==> config.mk <==
export PLATFORM = sky130hd
export DESIGN_NAME = id_ex_hazard_stage
export DESIGN_NICKNAME = d
export VERILOG_FILES = /design/src/rtl/id_ex_hazard_stage.sv
export SDC_FILE = /design/constraint.sdc
export NUM_CORES = 1
export LEC_CHECK = 0
export CAP_MARGIN = 20
export CORE_AREA = 2 2 235 237
export CTS_CLUSTER_SIZE = 25
export DETAILED_ROUTE_END_ITERATION = 10
export DIE_AREA = 0 0 237 239
export PLACE_DENSITY = 0.41
export SLEW_MARGIN = 20
export SYNTH_ARGS = -nofsm -noshare
export SYNTH_HDL_FRONTEND = slang
export SYNTH_SLANG_ARGS = --single-unit
==> constraint.sdc <==
create_clock -name clk -period 3.75 [get_ports clk]
set_clock_uncertainty 0.1 [all_clocks]
set_input_delay 0.9375 -clock clk [delete_from_list [all_inputs] [get_ports clk]]
set_output_delay 0.9375 -clock clk [all_outputs]
set_load 0.01 [all_outputs]
==> src/rtl/id_ex_hazard_stage.sv <==
// ID/EX pipeline register with load-use hazard detection, flush handling
// and saturating stall/flush event counters.
module id_ex_hazard_stage #(
    parameter int XLEN = 64,
    parameter int CNTW = 16
) (
    input  logic            clk,
    input  logic            reset,
    input  logic            id_valid,
    input  logic [XLEN-1:0] id_pc,
    input  logic [XLEN-1:0] id_rs1_data,
    input  logic [XLEN-1:0] id_rs2_data,
    input  logic [XLEN-1:0] id_imm,
    input  logic [4:0]      id_rs1,
    input  logic [4:0]      id_rs2,
    input  logic [4:0]      id_rd,
    input  logic [3:0]      id_funct,
    input  logic            id_branch,
    input  logic            id_memread,
    input  logic            id_memtoreg,
    input  logic            id_memwrite,
    input  logic            id_alusrc,
    input  logic            id_regwrite,
    input  logic [1:0]      id_aluop,
    input  logic            flush,
    output logic            ex_valid,
    output logic [XLEN-1:0] ex_pc,
    output logic [XLEN-1:0] ex_rs1_data,
    output logic [XLEN-1:0] ex_rs2_data,
    output logic [XLEN-1:0] ex_imm,
    output logic [4:0]      ex_rs1,
    output logic [4:0]      ex_rs2,
    output logic [4:0]      ex_rd,
    output logic [3:0]      ex_funct,
    output logic            ex_branch,
    output logic            ex_memread,
    output logic            ex_memtoreg,
    output logic            ex_memwrite,
    output logic            ex_alusrc,
    output logic            ex_regwrite,
    output logic [1:0]      ex_aluop,
    output logic            stall,
    output logic            pc_write,
    output logic            if_id_write,
    output logic [CNTW-1:0] stall_count,
    output logic [CNTW-1:0] flush_count
);

    localparam logic [CNTW-1:0] CNT_MAX = '1;

    logic hazard;
    logic rs2_used;
    logic bubble;

    // rs2 only matters when it feeds the ALU or supplies store data.
    always_comb begin
        rs2_used = ~id_alusrc | id_memwrite;
        hazard   = ex_valid & ex_memread & (ex_rd != 5'd0) & id_valid &
                   ((ex_rd == id_rs1) | ((ex_rd == id_rs2) & rs2_used));
        stall    = hazard & ~flush;
        bubble   = flush | stall | ~id_valid;
    end

    assign pc_write    = ~stall;
    assign if_id_write = ~stall;

    // Data and index fields always follow decode; only control is squashed.
    always_ff @(posedge clk or negedge reset) begin
        if (!reset) begin
            ex_pc       <= '0;
            ex_rs1_data <= '0;
            ex_rs2_data <= '0;
            ex_imm      <= '0;
            ex_rs1      <= '0;
            ex_rs2      <= '0;
            ex_rd       <= '0;
        end else begin
            ex_pc       <= id_pc;
            ex_rs1_data <= id_rs1_data;
            ex_rs2_data <= id_rs2_data;
            ex_imm      <= id_imm;
            ex_rs1      <= id_rs1;
            ex_rs2      <= id_rs2;
            ex_rd       <= id_rd;
        end
    end

    always_ff @(posedge clk or negedge reset) begin
        if (!reset) begin
            ex_valid    <= 1'b0;
            ex_funct    <= '0;
            ex_branch   <= 1'b0;
            ex_memread  <= 1'b0;
            ex_memtoreg <= 1'b0;
            ex_memwrite <= 1'b0;
            ex_alusrc   <= 1'b0;
            ex_regwrite <= 1'b0;
            ex_aluop    <= 2'b00;
        end else if (bubble) begin
            ex_valid    <= 1'b0;
            ex_funct    <= '0;
            ex_branch   <= 1'b0;
            ex_memread  <= 1'b0;
            ex_memtoreg <= 1'b0;
            ex_memwrite <= 1'b0;
            ex_alusrc   <= 1'b0;
            ex_regwrite <= 1'b0;
            ex_aluop    <= 2'b00;
        end else begin
            ex_valid    <= 1'b1;
            ex_funct    <= id_funct;
            ex_branch   <= id_branch;
            ex_memread  <= id_memread;
            ex_memtoreg <= id_memtoreg;
            ex_memwrite <= id_memwrite;
            ex_alusrc   <= id_alusrc;
            ex_regwrite <= id_regwrite;
            ex_aluop    <= id_aluop;
        end
    end

    // A flushed slot only counts if it actually killed a real instruction.
    always_ff @(posedge clk or negedge reset) begin
        if (!reset) begin
            stall_count <= '0;
            flush_count <= '0;
        end else begin
            if (stall && stall_count != CNT_MAX)
                stall_count <= stall_count + 1'b1;
            if (flush && id_valid && flush_count != CNT_MAX)
                flush_count <= flush_count + 1'b1;
        end
    end

endmodule

==> results of run 1 <==
[kinds of logic (layout without fill, tap and decap cells)]
logic type	count (synthesis)	count (layout)	synth area share, %
other	0	1	0
and+or+nand+nor	84	84	5.328
adders and majority gates	2	2	0.2804
DFF	316	316	88.61
xor gates and xnor gates	36	36	3.533
buffers and inverters	8	696	0.3926
muxes	5	5	0.6729
AOI/OAI and AO/OA	12	12	1.178
[through the flow]
stage / hold WS [ns] / cells / power (uW)
after floorplan: 0.4251 / 463 / 3908
after global placement: 0.3951 / 1788 / 4765
after detailed placement: 0.3918 / 1788 / 4765
after CTS: 0.3121 / 1855 / 8720
after global routing: 0.3454 / 1855 / 8906
final: 0.3081 / 1856 / 8520
[worst max-delay path, stage by stage]
cell	delay, ns
clkdlybuf4s50_1	0.50
xnor2_1	0.14
nand3_2	0.15
buf_4	0.18
o22ai_2	0.14
nand3_2	0.11
inv_1	0.06
dlygate4sd2_1	0.26
[report_power, final]
group	internal, uW	switching (uW)	total (uW)
clock network	2360	1480	3840
registers	3590	93.5	3690
logic	622	371	993
[registers in the layout, indices dropped and copies added (netlist names), 2 cells and up]
| signal | flops |
|---|---|
| ex_rs1_data | 64 |
| ex_rs2 | 5 |
| ex_rd | 5 |
| ex_aluop | 2 |
| ex_rs2_data | 64 |
| ex_imm | 64 |
| ex_rs1 | 5 |
| flush_count | 16 |
| ex_funct | 4 |
| stall_count | 16 |
| ex_pc | 64 |
[final timing paths]
check | from | endpoint | slack [ns] | cells after the start
worst max-delay path | id_rs1[4] | stall | 0.23 | 8
worst min-delay path | reset | ex_rs2_data[2] | 0.31 | 1
worst max register to register | stall_count[0] | stall_count[1] | 1.32 | 6
worst min register to register | flush_count[15] | flush_count[15] | 0.40 | 1
max in group asynchronous | reset | flush_count[10] | 2.26 | 2
min in group clk | flush_count[15] | flush_count[15] | 0.40 | 1
[layout make-up]
cell class | instances | area [sq um]
fillers | 5369 | 36990
clock inverters | 11 | 151.4
repair buffers | 624 | 6232
inverters | 5 | 18.77
flip-flops and latches | 316 | 7908
multi-input cells | 139 | 997.2
diodes | 1 | 2.502
well taps | 704 | 880.8
clock buffers | 56 | 1161
[timing repair]
item / CTS / global route
hold endpoints to repair: 0 / 0
pin swaps: 2 / 0
resized for setup: 4 / 2
setup endpoints to repair: 3 / 2
[cell usage in the layout (no fill, tap or decap), types with 8 or more instances in the layout]
cell,Yosys,routed
nor2_1,8,8
nand2_1,13,13
buf_4,1,17
nand4_1,12,12
clkbuf_16,0,40
clkdlybuf4s50_1,0,601
xor2_1,15,15
xnor2_1,21,21
nand3_1,12,10
clkbuf_8,0,10
dfrtp_1,316,316
and2_1,12,12
nor3_1,8,8
[routing by layer]
| metal | up-vias | GRT usage (%) | share of wire, % |
|---|---|---|---|
| met5 | - | 0 | 0.082 |
| met4 | 4 | 3.778 | 2.2 |
| met3 | 51 | 5.947 | 11 |
| met2 | 296 | 22.83 | 53 |
| met1 | 3122 | 12.82 | 34 |
| li1 | 2865 | - | - |
==> impl_metrics.ini, run 1 <==
[routing]
wl_per_cell_um = 19.75
dr.pass1.iters = 4
vias_per_cell = 3.415
antenna_left = 0
drcViolationCount = 0
vias = 6338
wirelength_um = 36660
first_iter_violations = 187

[synthesis]
yosysUniqueCellTypes = 37
syn_area_sq_mm = 0.008924
ys_seq_elements = 316
synthTopCellsByArea = dfrtp_1 (89%), xnor2_1 (2.1%), xor2_1 (1.5%), and2_1 (0.84%), nand4_1 (0.84%)
synth_edf_count = 0
synth_ff_type = dfrtp_1
async_flop_share_pct = 100.0
yosysMostFrequentCell = dfrtp_1
synth_nets = 752
synth_top_area_share_pct = 88.61
yosys_warnings = 0
synth_largest_area_cell = dfrtp_1
seq_area_frac_synth_pct = 88.61
avgSynthCellArea_sq_um = 19.27
synth_commonest_cells = dfrtp_1 (316), xnor2_1 (21), xor2_1 (15)
synth_cells = 463

[worst_setup_path]
cp_max_fo = 3
critPathRequiredTime_ns = 2.71
cp.arrival_ns = 2.49
worstSetupPathType = in -> out
startpoint_type = primary input
cp-end-kind = primary output

[outcome]
outcome = complete, no violations

[place]
dp_slack_ns = -0.2382
io_buffers = 605
dpl_cell_area_sq_mm = 0.01602
dp_hpwl_um = 29010
place_congestion = 0.7821

[global_route]
grt_first_pass_wirelength_um = 50840
grt_usage_pct = 12.59
grt_overflow_total = 0
grt_max_degree = 86
antenna_found_initial = 3
grt_pass1_vias = 6818

[min_path]
min_path_type = in -> async

[cts]
cts_buffers = 40
cts_tree = yes
cts_buffer_depth = 3
clock-sinks = 316
ctsRootBufferMaster = clkbuf_16
hold_buffers = 0
clk_latency_ns = 0.54
cts_setup_buffers = 0
cts_max_level = 2
clkTransAtPathRegs_ns = 0.06

[floorplanning]
die_h_um = 239
rows = 86
pin_count = 606
die_area_sq_mm = 0.05664
start_util_pct = 16.42
core_area_sq_mm = 0.05434
dieWidth_um = 237

[sta]
period_minus_slack_ns = 3.524
fin_crit_sh_pct = 93.96
drv_slew = 0
rsz0062_at_grt = no
finalSetupViolCount = 0
slew_headroom_pct = 52.43
worst_pin_slew_ns = 0.7135
hold_viol = 0
fmax_ghz = 0.2838
finalSetupTns_ns = 0
setup_ws_ns = 0.2265

[finish]
nNetsFinal = 1415
syn2layout_area_growth_pct = 94.45
design_area_sq_mm = 0.01735
layout-drive-gt1-share_pct = 8.167
post-route-util_pct = 31.93

[power]
peakVddDrop_uv = 235.7
pwr_density_cell_mw_per_mm2 = 491.0
power_leakage_uw = 0.007220

[flow_run]
timing.max_cap.violations = 0
No activity file was read; power rests on OpenSTA's default activity.
==> inputs of run 2 (changes only) <==
- DONT_BUFFER_PORTS: default -> 1
- PLACE_DENSITY: 0.41 -> 0.3
==> run 2 against run 1 <==
The run now ends with hold timing left. Critical path depth down 4. Clock power shrank 7.6%. Sequential share of layout area is 26 points higher. Cell count down 34%. Register-to-register slack lost 0.08 ns. Design area is 37% lower. Sequential cell count is the same. Highest routed layer unchanged.
==> impl_metrics.ini, run 2 (same netlist as run 1, synthesis figures left out) <==
[floorplanning]
start_util_pct = 16.42
rows = 86
die_h_um = 239
die_area_sq_mm = 0.05664
pin_count = 606
core_area_sq_mm = 0.05434
dieWidth_um = 237

[place]
io_buffers = 0
dp_hpwl_um = 21050
place_congestion = 0.8036

[global_route]
use_met3_pct = 5.543
grt_first_pass_wirelength_um = 36780
grt_most_used_layer = met2
grt_max_degree = 317
grt_util_met2_pct = 16.21
antenna_found_initial = 12
grtUsageMet1_pct = 8.650
grt_usage_pct = 9.232
grt_pass1_vias = 4347
grt_overflow_total = 0

[sta]
worst_pin_slew_ns = 0.9122
hold_viol = 1
finalSetupViolCount = 0
rsz0062_at_grt = no
fin_crit_sh_pct = 92.85
finalSetupTns_ns = 0
holdWs_ns = -0.002381
drv_slew = 0
period_minus_slack_ns = 3.482
fmax_ghz = 0.2872
slew_headroom_pct = 38.63

[cts]
cts_buffer_depth = 3
cts_max_level = 2
clock-sinks = 316
cts_setup_buffers = 0
cts_tree = yes
clkTransAtPathRegs_ns = 0.06
ctsRootBufferMaster = clkbuf_16
clk_latency_ns = 0.54
cts_buffers = 34
cts_resized = 0

[worst_setup_path]
cp.arrival_ns = 2.44
cp-end-kind = primary output
reg2regPathDepth = 6
critPathRequiredTime_ns = 2.71
worstSetupPathType = reg -> out
startpoint_type = flip-flop
cp_max_fo = 5

[routing]
first_iter_violations = 133
dr.pass1.iters = 4
vias = 4064
vias_per_cell = 3.307
wirelength_um = 27420
antenna_left = 0
drcViolationCount = 0
wl_per_cell_um = 22.31

[finish]
layout-drive-gt1-share_pct = 13.03
syn2layout_area_growth_pct = 23.22
final_common_cell = dfrtp_1
multiInputGateArea_sq_um = 980.9
nNetsFinal = 786
mostFrequentLayoutCells = dfrtp_1 (316), clkbuf_16 (34), xnor2_1 (21)
register_area_sq_mm = 0.007908
num-fill-cells = 5650

[power]
power_uw = 7479
pwr_density_cell_mw_per_mm2 = 680.2
peakVddDrop_uv = 268.5
power_leakage_uw = 0.004696

[min_path]
min_path_type = in -> async

[outcome]
outcome = finished with violations
violations = hold timing

[flow_run]
timing.max_cap.violations = 0
-- run 2: layout make-up --
type / instances / area share, %
well taps: 704 / 8.011
multi-input cells: 139 / 8.921
clock buffers: 44 / 8.625
diodes: 3 / 0.06828
clock inverters: 17 / 2.219
inverters: 5 / 0.1707
flip-flops and latches: 316 / 71.92
repair buffers: 1 / 0.06828
-- run 2: worst paths after layout --
| check | from | endpoint | slack [ns] |
|---|---|---|---|
| worst max-delay path | ex_rd[1] | if_id_write | 0.27 |
| worst min-delay path | reset | ex_pc[11] | -0.002 |
| worst max register to register | stall_count[0] | stall_count[1] | 1.24 |
| worst min register to register | flush_count[15] | flush_count[15] | 0.47 |
| max in group asynchronous | reset | flush_count[13] | 3.11 |
| min in group clk | id_rs2_data[28] | ex_rs2_data[28] | 0.32 |
-- run 2: per-stage QoR --
stage	hold WS, ns	worst slack (ns)	cell area (sq um)	util (%)	std cells
4_1_cts	-0.05064	0.1979	10990	20.22	1226
3_3_place_gp	0.4635	0.6488	9796	18.03	1165
5_1_grt	-0.05047	0.1728	11000	20.23	1229
3_5_place_dp	0.4639	0.6470	9796	18.03	1165
2_1_floorplan	0.4251	0.9702	8924	-	463
6_report	-0.002381	0.2683	11000	20.23	1229
-- run 2: report_power, final --
| group | switching (uW) | total (uW) | internal [uW] |
|---|---|---|---|
| registers | 244 | 3840 | 3600 |
| clock network | 1400 | 3550 | 2150 |
| logic | 43.5 | 88.4 | 44.9 |
-- run 2: metal layers --
metal | share of wire [%] | up-vias
li1 | - | 1594
met1 | 30 | 2091
met2 | 54 | 324
met3 | 13 | 53
met4 | 2.7 | 2
met5 | 0.047 | -
-- run 2: critical path: stages, from the launching register on --
cell and delay (ns):
dfrtp_1 0.52, or4_1 0.69, o2111a_1 0.37, nand3_1 0.16, buf_4 0.16
